**src/rtl/csa_pkg.sv**
```systemverilog
// ============================================================================
//  csa_pkg : state encoding and width helpers for the carry-save accumulator
//  Rev 1.0
// ============================================================================
`default_nettype none

package csa_pkg;

    typedef enum logic [1:0] {
        IDLE    = 2'd0,
        ACCUM   = 2'd1,
        RESOLVE = 2'd2,
        OUTPUT  = 2'd3
    } state_e;

    // Result width large enough that max_ops full-scale operands never overflow
    function automatic int calc_acc_w(input int w, input int max_ops);
        return w + $clog2(max_ops);
    endfunction

    function automatic int calc_cnt_w(input int max_ops);
        return $clog2(max_ops) + 1;
    endfunction

endpackage

`default_nettype wire

```
**src/rtl/csa_3to2.sv**
```systemverilog
// ============================================================================
//  csa_3to2 : combinational 3:2 carry-save compressor (s = x^y^z, c = maj<<1)
//  Rev 1.0
// ============================================================================
`default_nettype none

module csa_3to2 #(
    parameter int WIDTH = 8
) (
    input  logic [WIDTH-1:0] x,
    input  logic [WIDTH-1:0] y,
    input  logic [WIDTH-1:0] z,
    output logic [WIDTH-1:0] s,
    output logic [WIDTH-1:0] c
);

    assign s = x ^ y ^ z;

    // The majority of the top bit would shift out, so it is never formed
    assign c = {(x[WIDTH-2:0] & y[WIDTH-2:0]) |
                (x[WIDTH-2:0] & z[WIDTH-2:0]) |
                (y[WIDTH-2:0] & z[WIDTH-2:0]), 1'b0};

endmodule

`default_nettype wire

```
**src/rtl/csa_accum_ctrl.sv**
```systemverilog
// ============================================================================
//  csa_accum_ctrl : streams operands through a carry-save stage, then does one
//                   carry-propagate add and presents the sum on valid/ready.
//  Rev 1.0
// ============================================================================
`default_nettype none

module csa_accum_ctrl
    import csa_pkg::*;
#(
    parameter int W       = 4,
    parameter int MAX_OPS = 8,
    parameter int CNT_W   = calc_cnt_w(MAX_OPS),
    parameter int ACC_W   = calc_acc_w(W, MAX_OPS)
) (
    input  logic             clk,
    input  logic             rst_n,
    input  logic             start,
    input  logic [CNT_W-1:0] op_count,
    input  logic             in_valid,
    output logic             in_ready,
    input  logic [W-1:0]     in_data,
    output logic             out_valid,
    input  logic             out_ready,
    output logic [ACC_W-1:0] out_sum,
    output logic             busy,
    output logic             err
);

    state_e             state_q;
    logic [ACC_W-1:0]   s_q;
    logic [ACC_W-1:0]   c_q;
    logic [CNT_W-1:0]   rem_q;
    logic [ACC_W-1:0]   out_sum_q;
    logic               in_ready_q;
    logic               out_valid_q;
    logic               busy_q;
    logic               err_q;

    logic [ACC_W-1:0]   operand_ext;
    logic [ACC_W-1:0]   sum_d;
    logic [ACC_W-1:0]   carry_d;
    logic               illegal_count;

    assign operand_ext   = {{(ACC_W-W){1'b0}}, in_data};
    assign illegal_count = (op_count == '0) || (op_count > CNT_W'(MAX_OPS));

    csa_3to2 #(
        .WIDTH (ACC_W)
    ) u_csa (
        .x (s_q),
        .y (c_q),
        .z (operand_ext),
        .s (sum_d),
        .c (carry_d)
    );

    always_ff @(posedge clk) begin
        if (!rst_n) begin
            state_q     <= IDLE;
            s_q         <= '0;
            c_q         <= '0;
            rem_q       <= '0;
            out_sum_q   <= '0;
            in_ready_q  <= 1'b0;
            out_valid_q <= 1'b0;
            busy_q      <= 1'b0;
            err_q       <= 1'b0;
        end else begin
            err_q <= 1'b0;
            case (state_q)
                IDLE: begin
                    if (start) begin
                        if (illegal_count) begin
                            err_q <= 1'b1;
                        end else begin
                            s_q        <= '0;
                            c_q        <= '0;
                            rem_q      <= op_count;
                            in_ready_q <= 1'b1;
                            busy_q     <= 1'b1;
                            state_q    <= ACCUM;
                        end
                    end
                end
                ACCUM: begin
                    if (in_valid) begin
                        s_q   <= sum_d;
                        c_q   <= carry_d;
                        rem_q <= rem_q - CNT_W'(1);
                        if (rem_q == CNT_W'(1)) begin
                            in_ready_q <= 1'b0;
                            state_q    <= RESOLVE;
                        end
                    end
                end
                RESOLVE: begin
                    // Carry-out is dropped: the true sum always fits in ACC_W
                    out_sum_q   <= s_q + c_q;
                    out_valid_q <= 1'b1;
                    state_q     <= OUTPUT;
                end
                OUTPUT: begin
                    if (out_ready) begin
                        out_valid_q <= 1'b0;
                        busy_q      <= 1'b0;
                        state_q     <= IDLE;
                    end
                end
                default: begin
                    state_q <= IDLE;
                end
            endcase
        end
    end

    assign in_ready  = in_ready_q;
    assign out_valid = out_valid_q;
    assign out_sum   = out_sum_q;
    assign busy      = busy_q;
    assign err       = err_q;

endmodule

`default_nettype wire

```
**config.mk**
```make
export PLATFORM = sky130hd
export DESIGN_NAME = csa_accum_ctrl
export DESIGN_NICKNAME = d
export VERILOG_FILES = /design/src/rtl/csa_pkg.sv /design/src/rtl/csa_3to2.sv /design/src/rtl/csa_accum_ctrl.sv
export SDC_FILE = /design/constraint.sdc
export NUM_CORES = 1
export LEC_CHECK = 0
export CORE_UTILIZATION = 30
export DETAILED_ROUTE_END_ITERATION = 10
export GPL_TIMING_DRIVEN = 0
export PLACE_DENSITY = 0.49
export SETUP_SLACK_MARGIN = 0.4
export SYNTH_ARGS = -nofsm -noshare
export SYNTH_HDL_FRONTEND = slang
export SYNTH_SLANG_ARGS = --single-unit
```
**constraint.sdc**
```tcl
create_clock -name clk -period 1.7 [get_ports clk]
set_input_delay 0.34 -clock clk [delete_from_list [all_inputs] [get_ports clk]]
set_output_delay 0.34 -clock clk [all_outputs]
set_load 0.1 [all_outputs]
```
==> results.sh, run 1 <==
export IMPL_outcome="completed"
export IMPL_final_area_mm2=0.00294
export IMPL_yosysSeqAreaShare=0.351
export IMPL_die_w_um=77.5
export IMPL_p_per_area_mw_per_mm2=1660
export IMPL_synth_warnings=0
export IMPL_yosysTopAreaCellShare=0.351
export IMPL_route_detailed_drc=0
export IMPL_die_y_um=77.5
export IMPL_power_total_mw=4.87
export IMPL_syn_to_final_growth_pct=71.7
export IMPL_root_buffer="clkbuf_8"
export IMPL_fmax_mhz=604
export IMPL_max_stage_delay_ns=0.47
export IMPL_grt_pass1_wl_um=8530
export IMPL_rsz0062_at_grt="yes"
export IMPL_wire_per_inst_um=15.4
export IMPL_vdd_ir_drop_max_v=0.000752
export IMPL_drive_gt1_frac=0.540
export IMPL_vias=1719
export IMPL_cts_buffer_depth=2
export IMPL_fin_crit_ns=1.66
export IMPL_firstDrtPassIters=4
export IMPL_fin_skew_ns=0.0114
export IMPL_synth_enable_flop_cells=0
export IMPL_worstPathArrival_ns=1.83
export IMPL_holdCritStartpoint="op_count[3]"
export IMPL_nNetsFinal=294
export IMPL_gp_congestion=0.787
export IMPL_r2r_start="c_q[2]"
export IMPL_clkTransAtPathRegs_ns=0.07
export IMPL_overflow=0
export IMPL_slew_headroom=0.674
export IMPL_final_antenna_net_count=0
export IMPL_first_iter_violations=85
export IMPL_critical_path_top_delay_family="simple AND/OR/NAND/NOR gates"
export IMPL_yosysMostFrequentCell="dfxtp_1"
export IMPL_synth_area_leaders="dfxtp_1 (35%), ha_1 (9.5%), a21oi_1 (6.4%)"
export IMPL_dpl_cell_area_mm2=0.00211
export IMPL_synth_cell_types=41
export IMPL_final_setup_tns_ns=0
export IMPL_grt_pass1_vias=1734
export IMPL_yosys_most_used_dff="dfxtp_1"
export IMPL_rr_endpoint="out_sum[6]"
export IMPL_cp_cell_sequence="ha_4 -> a21oi_4 -> o21ai_2 -> or4_1 -> a32o_1"
export IMPL_critPathLaunchType="flip-flop"
export IMPL_rows=27
export IMPL_drt_wl_total_um=5180
export IMPL_max_cap_violations=0
export IMPL_io_pins=24
export IMPL_crit_required_ns=1.87
export IMPL_io_buffers=23
export IMPL_hpwl_um=3080
export IMPL_antenna_found_initial=0
export IMPL_synth_async_reset_ratio=0
export IMPL_die_area_mm2=0.00600
export IMPL_finalSetupViolCount=0
export IMPL_worst_slew_pin_slew_ns=0.489
export IMPL_hold_viol_final=0
export IMPL_diodes=0
export IMPL_synthCells=191
export IMPL_min_to="err"
export IMPL_postSynthNetCount=221
export IMPL_hold_depth=3
export IMPL_grt_max_degree=11
export IMPL_crit_fanout=2
export IMPL_viasPerCell=5.10
export IMPL_cts_buffers=5
export IMPL_r2r_slack_ns=0.04
export IMPL_crit_type="flip-flop to flip-flop"
export IMPL_avgSynthCellArea_um2=8.95
export IMPL_core_region_area_mm2=0.00551
export IMPL_endpoint_kind="flip-flop"
export IMPL_hp_class="primary input to flip-flop"
export IMPL_netlist_area_mm2=0.00171
export IMPL_ys_seq_elements=30
export IMPL_cts_tree="built"
export IMPL_fillers=502
export IMPL_synthTopCellsByCount="dfxtp_1 (30), a21oi_1 (22), ha_1 (13)"
export IMPL_cts_hold_buf=0
export IMPL_rr_worst_depth=5
export IMPL_insertion_delay_ns=0.29
export IMPL_initial_core_util=0.310
export IMPL_htreeDepth=2
export IMPL_cp_num_buf_inv=0
export IMPL_final_max_slew_viol_count=0
export IMPL_gr_usage_all_layers=0.186
export IMPL_cts_sinks=30
export IMPL_synth_area_leader_cell="dfxtp_1"
export IMPL_p_leak_nw=1.15
export IMPL_critical_path_slowest_cell="or4_1"
export IMPL_period_share=0.974
[layout by cell type, fill, tap and decap left out, types with 3 or more instances in the layout]
cell type and instances:
a21oi_1 17, a21oi_2 4, buf_4 29, buf_6 21, buf_8 10, clkbuf_8 7
clkdlybuf4s50_1 6, dfxtp_1 19, dfxtp_2 4, dfxtp_4 7, fa_1 3, ha_1 6
ha_4 7, inv_1 5, inv_2 3, inv_4 4, mux2i_1 6, nand2_1 7
nand3_1 3, nand4_1 12, nor2_1 8, nor2b_1 3, o211ai_1 4, o21a_1 3
o21ai_0 3, o21ai_2 14
[worst min-delay path, cell delays in order]
cell and delay, ns:
buf_2 0.13, o31ai_4 0.09, a21oi_1 0.07
[report_power, final]
part | total (mW) | switching, mW | internal (mW)
Clock | 0.621 | 0.294 | 0.327
Combinational | 3.32 | 1.69 | 1.63
Sequential | 0.933 | 0.114 | 0.819
Total | 4.87 | 2.10 | 2.78
[worst max path at each step]
stage                           start         end  slack (ns)  depth (start not counted)
final                          c_q[2]  out_sum[6]        0.04                          5
after global routing           c_q[2]  out_sum[6]      -0.002                          5
after floorplan           op_count[3]      c_q[3]        0.14                          5
after detailed placement  op_count[3]    rem_q[0]       -0.58                          6
after global placement    op_count[1]      s_q[6]       -0.59                          6
after CTS                      c_q[2]  out_sum[6]        0.05                          5
[metal layers]
layer | global-route usage | wire, um
met1 | 0.242 | 2410
met2 | 0.295 | 2470
met3 | 0.0447 | 205
met4 | 0.0717 | 92
met5 | 0 | 0
[through the flow]
step,cells,worst slack [ns],hold slack [ns],util
after detailed placement,286,-0.581,0.468,0.383
after global routing,337,-0.00165,0.383,0.533
after CTS,329,0.0527,0.367,0.501
final,337,0.0435,0.373,0.533
after global placement,286,-0.593,0.463,0.383
after floorplan,191,0.143,0.447,-
[flip-flops by register name (all words and copies together) (netlist names)]
signal	cells
out_valid	1
s_q	7
c_q	6
rem_q	4
in_ready	1
err	1
out_sum	7
state_q	2
busy	1
[cell type report]
cell class	count	area, um2	area share
plain buffers	11	115	0.0392
clock buffers	7	86.3	0.0294
clock inverters	1	5.00	0.00171
inverters	12	55.1	0.0188
multi-input cells	138	1310	0.447
flip-flops and latches	30	632	0.215
well taps	72	90.1	0.0307
repair buffers	66	639	0.218
[repair_timing]
| action | in CTS | in global routing |
|---|---|---|
| gates cloned | 4 | 0 |
| pin swaps | 36 | 24 |
| buffers inserted | 31 | 8 |
| setup endpoints to repair | 41 | 32 |
| resized for setup | 176 | 41 |
[cells by family after synthesis]
| group | synth area share |
|---|---|
| adders and majority gates | 0.142 |
| buffers and inverters | 0.0564 |
| muxes | 0.0351 |
| and+or+nand+nor | 0.155 |
| xor gates and xnor gates | 0.0103 |
| AOI/OAI and AO/OA | 0.250 |
| DFF | 0.351 |
Note: power is estimated with default switching activity, not from simulation.
==> run 2, diff against run 1 <==
- CTS_CLUSTER_DIAMETER: not set -> 60
==> results of run 2 <==
Final layout, timing and power as in run 1 (identical DEF).
